`config.mk`:
```
export PLATFORM = sky130hd
export DESIGN_NAME = tick_timer_sched
export DESIGN_NICKNAME = d
export VERILOG_FILES = /design/src/rtl/tick_timer_sched.sv
export SDC_FILE = /design/constraint.sdc
export NUM_CORES = 1
export LEC_CHECK = 0
export CORE_ASPECT_RATIO = 1.25
export CORE_MARGIN = 3
export CORE_UTILIZATION = 48
export DETAILED_ROUTE_END_ITERATION = 16
export PLACE_DENSITY = 0.76
export SKIP_CTS_REPAIR_TIMING = 1
export SYNTH_ARGS = -nofsm -noshare
export SYNTH_HDL_FRONTEND = slang
export SYNTH_SLANG_ARGS = --single-unit
```
`constraint.sdc`:
```
create_clock -name clk -period 3.5 [get_ports clk]
set_input_delay 0.35 -clock clk [delete_from_list [all_inputs] [get_ports clk]]
set_output_delay 0.35 -clock clk [all_outputs]
set_load 0.005 [all_outputs]
```
`src/rtl/tick_timer_sched.sv`:
```
// NCH independent millisecond countdown timers sharing one decrementer that is
// time-multiplexed over NCH cycles (one scan) after every 1 kHz tick.
module tick_timer_sched #(
    parameter int NCH = 4,
    parameter int DW  = 16
) (
    input  logic              clk,
    input  logic              rst,
    input  logic              tick,
    input  logic [NCH-1:0]    start,
    input  logic [NCH-1:0]    stop,
    input  logic [NCH*DW-1:0] delay_ms,
    output logic [NCH-1:0]    busy,
    output logic [NCH-1:0]    done,
    output logic              scanning,
    output logic              overrun
);
    localparam int IW = (NCH > 1) ? $clog2(NCH) : 1;
    localparam logic [IW-1:0] LAST = IW'(NCH - 1);

    typedef enum logic {
        IDLE,
        SCAN
    } state_t;

    state_t        state_reg, state_next;
    logic [IW-1:0] idx_reg, idx_next;
    logic          tick_pend_reg, tick_pend_next;
    logic          overrun_reg, overrun_next;
    logic [NCH-1:0] ahead;

    always_ff @(posedge clk or posedge rst) begin
        if (rst) begin
            state_reg     <= IDLE;
            idx_reg       <= '0;
            tick_pend_reg <= 1'b0;
            overrun_reg   <= 1'b0;
        end else begin
            state_reg     <= state_next;
            idx_reg       <= idx_next;
            tick_pend_reg <= tick_pend_next;
            overrun_reg   <= overrun_next;
        end
    end

    // A tick landing on the final slot chains straight into the next scan
    // instead of detouring through IDLE, so scans stay back-to-back.
    always_comb begin
        state_next     = state_reg;
        idx_next       = idx_reg;
        tick_pend_next = tick_pend_reg;
        overrun_next   = overrun_reg;
        case (state_reg)
            IDLE: begin
                if (tick || tick_pend_reg) begin
                    state_next     = SCAN;
                    idx_next       = '0;
                    tick_pend_next = 1'b0;
                end
            end
            SCAN: begin
                if (tick) begin
                    if (tick_pend_reg) begin
                        overrun_next = 1'b1;
                    end else begin
                        tick_pend_next = 1'b1;
                    end
                end
                if (idx_reg == LAST) begin
                    idx_next = '0;
                    if (tick_pend_reg || tick) begin
                        state_next     = SCAN;
                        tick_pend_next = 1'b0;
                    end else begin
                        state_next = IDLE;
                    end
                end else begin
                    idx_next = idx_reg + IW'(1);
                end
            end
            default: begin
                state_next = IDLE;
                idx_next   = '0;
            end
        endcase
    end

    // Channels whose slot in the scan now running has not been served yet.
    // Such a scan belongs to a tick older than any start issued now.
    always_comb begin
        ahead = '0;
        if (state_reg == SCAN) begin
            for (int k = 0; k < NCH; k++) begin
                ahead[k] = (k > int'(idx_reg));
            end
        end
    end

    for (genvar gi = 0; gi < NCH; gi++) begin : g_ch
        logic [DW-1:0] cnt_reg, cnt_next;
        logic          active_reg, active_next;
        logic          skip_reg, skip_next;
        logic          done_reg, done_next;
        logic [DW-1:0] dly;
        logic          slot;

        assign dly  = delay_ms[gi*DW +: DW];
        assign slot = (state_reg == SCAN) && (idx_reg == IW'(gi));

        always_ff @(posedge clk or posedge rst) begin
            if (rst) begin
                cnt_reg    <= '0;
                active_reg <= 1'b0;
                skip_reg   <= 1'b0;
                done_reg   <= 1'b0;
            end else begin
                cnt_reg    <= cnt_next;
                active_reg <= active_next;
                skip_reg   <= skip_next;
                done_reg   <= done_next;
            end
        end

        // Priority: stop, then start, then the scan-slot decrement.
        always_comb begin
            cnt_next    = cnt_reg;
            active_next = active_reg;
            skip_next   = skip_reg;
            done_next   = 1'b0;
            if (stop[gi]) begin
                active_next = 1'b0;
                skip_next   = 1'b0;
            end else if (start[gi]) begin
                cnt_next    = dly;
                active_next = (dly != '0);
                done_next   = (dly == '0);
                skip_next   = (dly != '0) && ahead[gi];
            end else if (slot && active_reg) begin
                skip_next = 1'b0;
                if (!skip_reg) begin
                    if (cnt_reg == DW'(1)) begin
                        cnt_next    = '0;
                        active_next = 1'b0;
                        done_next   = 1'b1;
                    end else if (cnt_reg != '0) begin
                        cnt_next = cnt_reg - DW'(1);
                    end
                end
            end
        end

        assign busy[gi] = active_reg;
        assign done[gi] = done_reg;
    end

    assign scanning = (state_reg == SCAN);
    assign overrun  = overrun_reg;

endmodule
```
======== After elaboration in Yosys (flattened, before gate mapping) ========
Index checks and enable logic that the tools add are counted.
operators by class
  bitwise logic cells ..................... 5
  add/subtract/negate cells ............... 5
  equality and inequality tests ........... 16
  divide/modulo/power cells ............... 0
  reductions and logical operators ........ 51
  mux-type cells .......................... 84
  multiply operators ...................... 0
  shift-type cells ........................ 0
  order comparisons ....................... 3
operator list
  operator                                                                number
  16-bit 2-to-1 mux                                                       20
  16-bit nonzero test                                                     8
  16-bit by 1-bit equality test with 1-bit output, second input constant  4
  16-bit logical NOT                                                      4
  16-bit by 1-bit subtractor with 16-bit output, second input constant    4
  1-bit 2-to-1 mux                                                        58
  3-bit nonzero test                                                      12
  4-bit AND reduction                                                     4
  3-bit AND reduction                                                     5
  1-bit logical AND                                                       12
  3-bit != test, second input constant                                    4
  2-bit != test, second input constant                                    5
  2-bit nonzero test                                                      4
  1-bit NOT                                                               5
  2-bit equality test, second input constant                              2
  2-bit > comparator, first input constant                                2
  2-bit 2-to-1 mux                                                        2
  4-bit 2-to-1 mux                                                        1
  1-bit one-hot mux with 2 select lines                                   2
  2-bit one-hot mux with 2 select lines                                   1
  2-bit by 1-bit adder with 2-bit output, second input constant           1
  2-bit by 1-bit equality test with 1-bit output, second input constant   1
  1-bit by 2-bit > comparator with 1-bit output, first input constant     1
  2-bit logical NOT                                                       1
  1-bit logical OR                                                        1
word-level totals
  input bits .............................. 75
  bits in read-only memories .............. 0
  output and inout bits ................... 10
  logic and storage cells ................. 184
  memories kept ........................... 0
  bits in registers ....................... 81
  bits in writable memories ............... 0
  latch bits .............................. 0

======== Logic depth before layout (Yosys ltp) ========
  depth in word-level cells ............... 6
  gate-level depth with buffers ........... 9
  depth with buffers taken out ............ 7

======== Worst setup path before layout ========
OpenSTA, ideal clock, no wires.
  kind .................................... register to register
  from .................................... register g_ch[3].cnt_reg[0]
  to ...................................... register g_ch[3].cnt_reg[10]
  setup time .............................. 101 ps
  arrival ................................. 2,122 ps
  cell stages (with the launch flop) ...... 8
  clock period less this slack ............ 2,222 ps
  buffers on the path ..................... 0
  setup slack ............................. 1,278 ps
  required time ........................... 3,399 ps
  path through ............................ dfrtp_1 -> inv_1 -> ha_1 -> or4b_2 -> nor2_1 -> nand2_1 -> or3_1 -> o311ai_2
on the way
  cells in the longest elaborated chain, start to end .. 6
  elaborated cells on any way between the ends .. 10
  those cells by class .................... add/sub: 1; eq/ne: 1; mux: 5; reduce/logical: 3
RTL lines
  item                                           RTL line  RTL
  start: declaration                             100       logic [DW-1:0] cnt_reg, cnt_next;
  start signal: assignment                       117       cnt_reg <= cnt_next;
  16-bit by 1-bit subtractor with 16-bit output  146       cnt_next = cnt_reg - DW'(1);
  16-bit 2-to-1 mux                              145       end else if (cnt_reg != '0) begin
  16-bit 2-to-1 mux                              141       if (cnt_reg == DW'(1)) begin
  16-bit 2-to-1 mux                              140       if (!skip_reg) begin
  16-bit 2-to-1 mux                              138       end else if (slot && active_reg) begin
  16-bit 2-to-1 mux                              133       end else if (start[gi]) begin
Parallel ways exist; a longest one is shown, timed or not. The select of a mux whose other input is x is not followed.
A chain may end at the register's enable or synchronous reset.

======== Worst setup path after layout ========
  from .................................... register g_ch[3].cnt_reg[5]
  to ...................................... register g_ch[3].cnt_reg[3]
on the way
  cells in the longest elaborated chain, start to end .. 5
  elaborated cells on any way between the ends .. 8
  those cells by class .................... eq/ne: 1; mux: 4; reduce/logical: 3
RTL lines
  item                                             RTL line
  16-bit by 1-bit equality test with 1-bit output  141
  16-bit 2-to-1 mux                                141
  16-bit 2-to-1 mux                                140
  16-bit 2-to-1 mux                                138
  16-bit 2-to-1 mux                                133
Parallel ways exist; a longest one is shown, timed or not. The select of a mux whose other input is x is not followed.

==> qor.csv <==
metric;value;unit
status;finished, final reports clean;
FMAX;351.7;MHz
crit-path max FO;13;
Static Leak;2.528;nW
root buf cell;clkbuf_16;
vias in the first global route;5173;
slowest library cell on the worst path;o21ai_1;
Ports;85;
Die Wd;100.0;um
gr usage total;24.57;%
setup TNS;0;ns
startpoint types;register;
max reg flops;64;
per-cell routed wire length;17.80;um
area grow syn2layout;22.30;%
Worst Max-Slew Pin Slew;1.074;ns
GR Overflow Total;0;
Clock transition at path regs;0.06;ns
Crit Path Class;reg2reg;
FILL cells;940;
CP peak stage delay;0.79;ns
WP data required;3.72;ns
pwr/cell area;539.6;nW/um^2
flops & latches, synth;80;
Netlist Area Pre-Place;5303;sq um
RePlAce Congestion;0.9180;
number of synthesized flops with an enable pin;0;
# clock sinks;80;
Die Ht;123.5;um
vias per cell;6.440;
FFs w/ async S/R, synth;100.0;%
Slew headroom;28.37;%
routed wire length;14.85;mm
worst skew pair latency;0.34;ns
Main synth FF type;dfrtp_1;
total number of yosys warnings;0;
Clock Tree Buf Depth;2;
Core Util, Final;60.79;%
ANT nets after route;0;
Initial Utilization;49.71;%
min-delay worst type;in2async;
largest net degree at the start of global routing;30;
vias post-DR;5371;
Hold WS;0.3296;ns
WP data arrival;3.07;ns
Synthesized Nets;725;
placed standard-cell area;6163;sq um
Setup crit end kind;register;
Starting DRT DRC Count;370;
Port Buffers;84;
CTS tree;yes;
Row Count;42;
Worst VDD drop;0.2612;mV
H-tree depth;3;
HPWL Detailed;10.81;mm
RSZ-0062 raised after global routing;false;
CTS Buf Count;9;
initial antenna violation count;0;
DR pass1 iterations;5;
Final Skew;0.008199;ns
syn avg cell area;8.364;sq um
synthesized instance count;634;
die area;12350;sq um
total of max-cap violations;0;
NumNets Final;788;
Final Cell Area;6485;sq um
final slew viol count;0;
fin crit share;81.24;%
first-pass GRT wire length;24.58;mm
Fin. Hold Viols;0;
area of the core;10670;sq um
# setup viols final;0;
share of layout cells above drive strength 1;5.698;%
crit-path cells;nor4_1, nand4_1, o21ai_1, o21ai_0, a221o_1;
post-synthesis sequential area ratio;37.75;%
synth unique cells;62;
# DRC;0;
Inserted Diodes;0;
post-route minimum period;2.843;ns
synth_stat cells, types with 4 or more instances:
library cell | count | area share [%]
a22o_1 | 7 | 1.2
a21oi_1 | 40 | 3.8
a32oi_1 | 19 | 3.1
or3_1 | 5 | 0.59
a221oi_1 | 4 | 0.66
or4_1 | 6 | 0.85
o41ai_1 | 7 | 1.2
a22oi_1 | 20 | 2.8
o2bb2ai_1 | 12 | 2.0
o21ai_0 | 36 | 3.4
nor4_1 | 27 | 3.2
buf_2 | 6 | 0.57
clkbuf_1 | 23 | 1.6
nand3_1 | 21 | 2.0
nand2_1 | 53 | 3.8
o31a_1 | 4 | 0.66
nor3_1 | 33 | 3.1
nand4_1 | 9 | 1.1
nor2_1 | 53 | 3.8
o22ai_1 | 24 | 2.8
o211ai_1 | 5 | 0.71
ha_1 | 16 | 3.8
dfrtp_1 | 80 | 38
buf_4 | 9 | 1.3
inv_1 | 43 | 3.0
a31oi_1 | 5 | 0.59
kinds of logic after synthesis:
logic type | share of synthesized area [%]
buffers and inverters | 7.220
AND/OR/NAND/NOR | 23.45
flip-flops | 37.75
adder cells (fa/ha/maj) | 3.775
AO/OA/AOI/OAI | 27.80
stage by stage:
step | std cells | worst slack (ns) | total power, mW
after floorplan | 634 | 1.098 | 2.105
after global placement | 818 | 0.8868 | 2.407
after detailed placement | 818 | 0.7611 | 2.450
after CTS | 834 | 0.7261 | 3.503
after global routing | 834 | 0.4448 | 3.730
final | 834 | 0.6566 | 3.499
final timing paths:
check | from | end | slack (ns) | cells after the start
worst max-delay path | g_ch[3].cnt_reg[5]$_DFFE_PP0P_ | g_ch[3].cnt_reg[3]$_DFFE_PP0P_ | 0.66 | 5
worst min-delay path | rst | overrun$_DFFE_PP0P_ | 0.33 | 2
worst max register to register | g_ch[3].cnt_reg[5]$_DFFE_PP0P_ | g_ch[3].cnt_reg[3]$_DFFE_PP0P_ | 0.66 | 5
worst min register to register | g_ch[1].cnt_reg[15]$_DFFE_PP0P_ | g_ch[1].cnt_reg[15]$_DFFE_PP0P_ | 0.51 | 1
max in group asynchronous | rst | g_ch[2].cnt_reg[1]$_DFFE_PP0P_ | 2.42 | 3
min in group clk | g_ch[1].cnt_reg[15]$_DFFE_PP0P_ | g_ch[1].cnt_reg[15]$_DFFE_PP0P_ | 0.51 | 1
layout make-up:
type / instances / area, sq um / area share [%]
clock buffer: 11 / 242.7 / 3.743
tap: 132 / 165.2 / 2.547
inverter: 43 / 162.7 / 2.508
clock inverter: 5 / 78.83 / 1.216
multi-input combinational: 469 / 2918 / 44.99
sequential: 80 / 2002 / 30.87
timing repair buffer: 94 / 915.9 / 14.12
worst max-delay path, delay by kind of cell (launching register included):
| family | cells | cell delay (ns) |
|---|---|---|
| AND/OR/NAND/NOR | 2 | 0.89 |
| AO/OA/AOI/OAI | 3 | 1.38 |
| flip-flops | 1 | 0.45 |
cell usage in the layout (no fill, tap or decap), types with 4 or more instances in the layout:
cell             synthesis  final
nand2_1                 53     53
o21ai_0                 36     36
nor3_1                  33     33
nor2_1                  53     53
a32oi_1                 19     19
o211ai_1                 5      5
a22o_1                   7      7
a221oi_1                 4      4
clkbuf_16                0      9
o22ai_1                 24     24
a31oi_1                  5      5
dfrtp_1                 80     80
nor4_1                  27     27
o2bb2ai_1               12     12
inv_1                   43     42
nand3_1                 21     21
or3_1                    5      5
a22oi_1                 20     20
o41ai_1                  7      7
clkdlybuf4s50_1          0     84
o31a_1                   4      4
nand4_1                  9      9
ha_1                    16     16
buf_4                    9     10
a21oi_1                 40     40
or4_1                    6      6
report_power, final:
| group | internal [mW] | switching [mW] | leakage, nW |
|---|---|---|---|
| logic | 0.452 | 0.587 | 1.39 |
| clock network | 0.645 | 0.396 | 0.160 |
| registers | 1.15 | 0.268 | 0.981 |
| total | 2.25 | 1.25 | 2.53 |
routing by layer:
| layer | vias to the layer above | track usage (%) | part of all wire (%) |
|---|---|---|---|
| li1 | 2548 | - | - |
| met1 | 2553 | 31.86 | 42 |
| met2 | 230 | 40.69 | 48 |
| met3 | 40 | 4.345 | 6.7 |
| met4 | 0 | 9.941 | 2.9 |
| met5 | - | 0 | 0 |
Note: power is estimated with default switching activity, not from simulation.
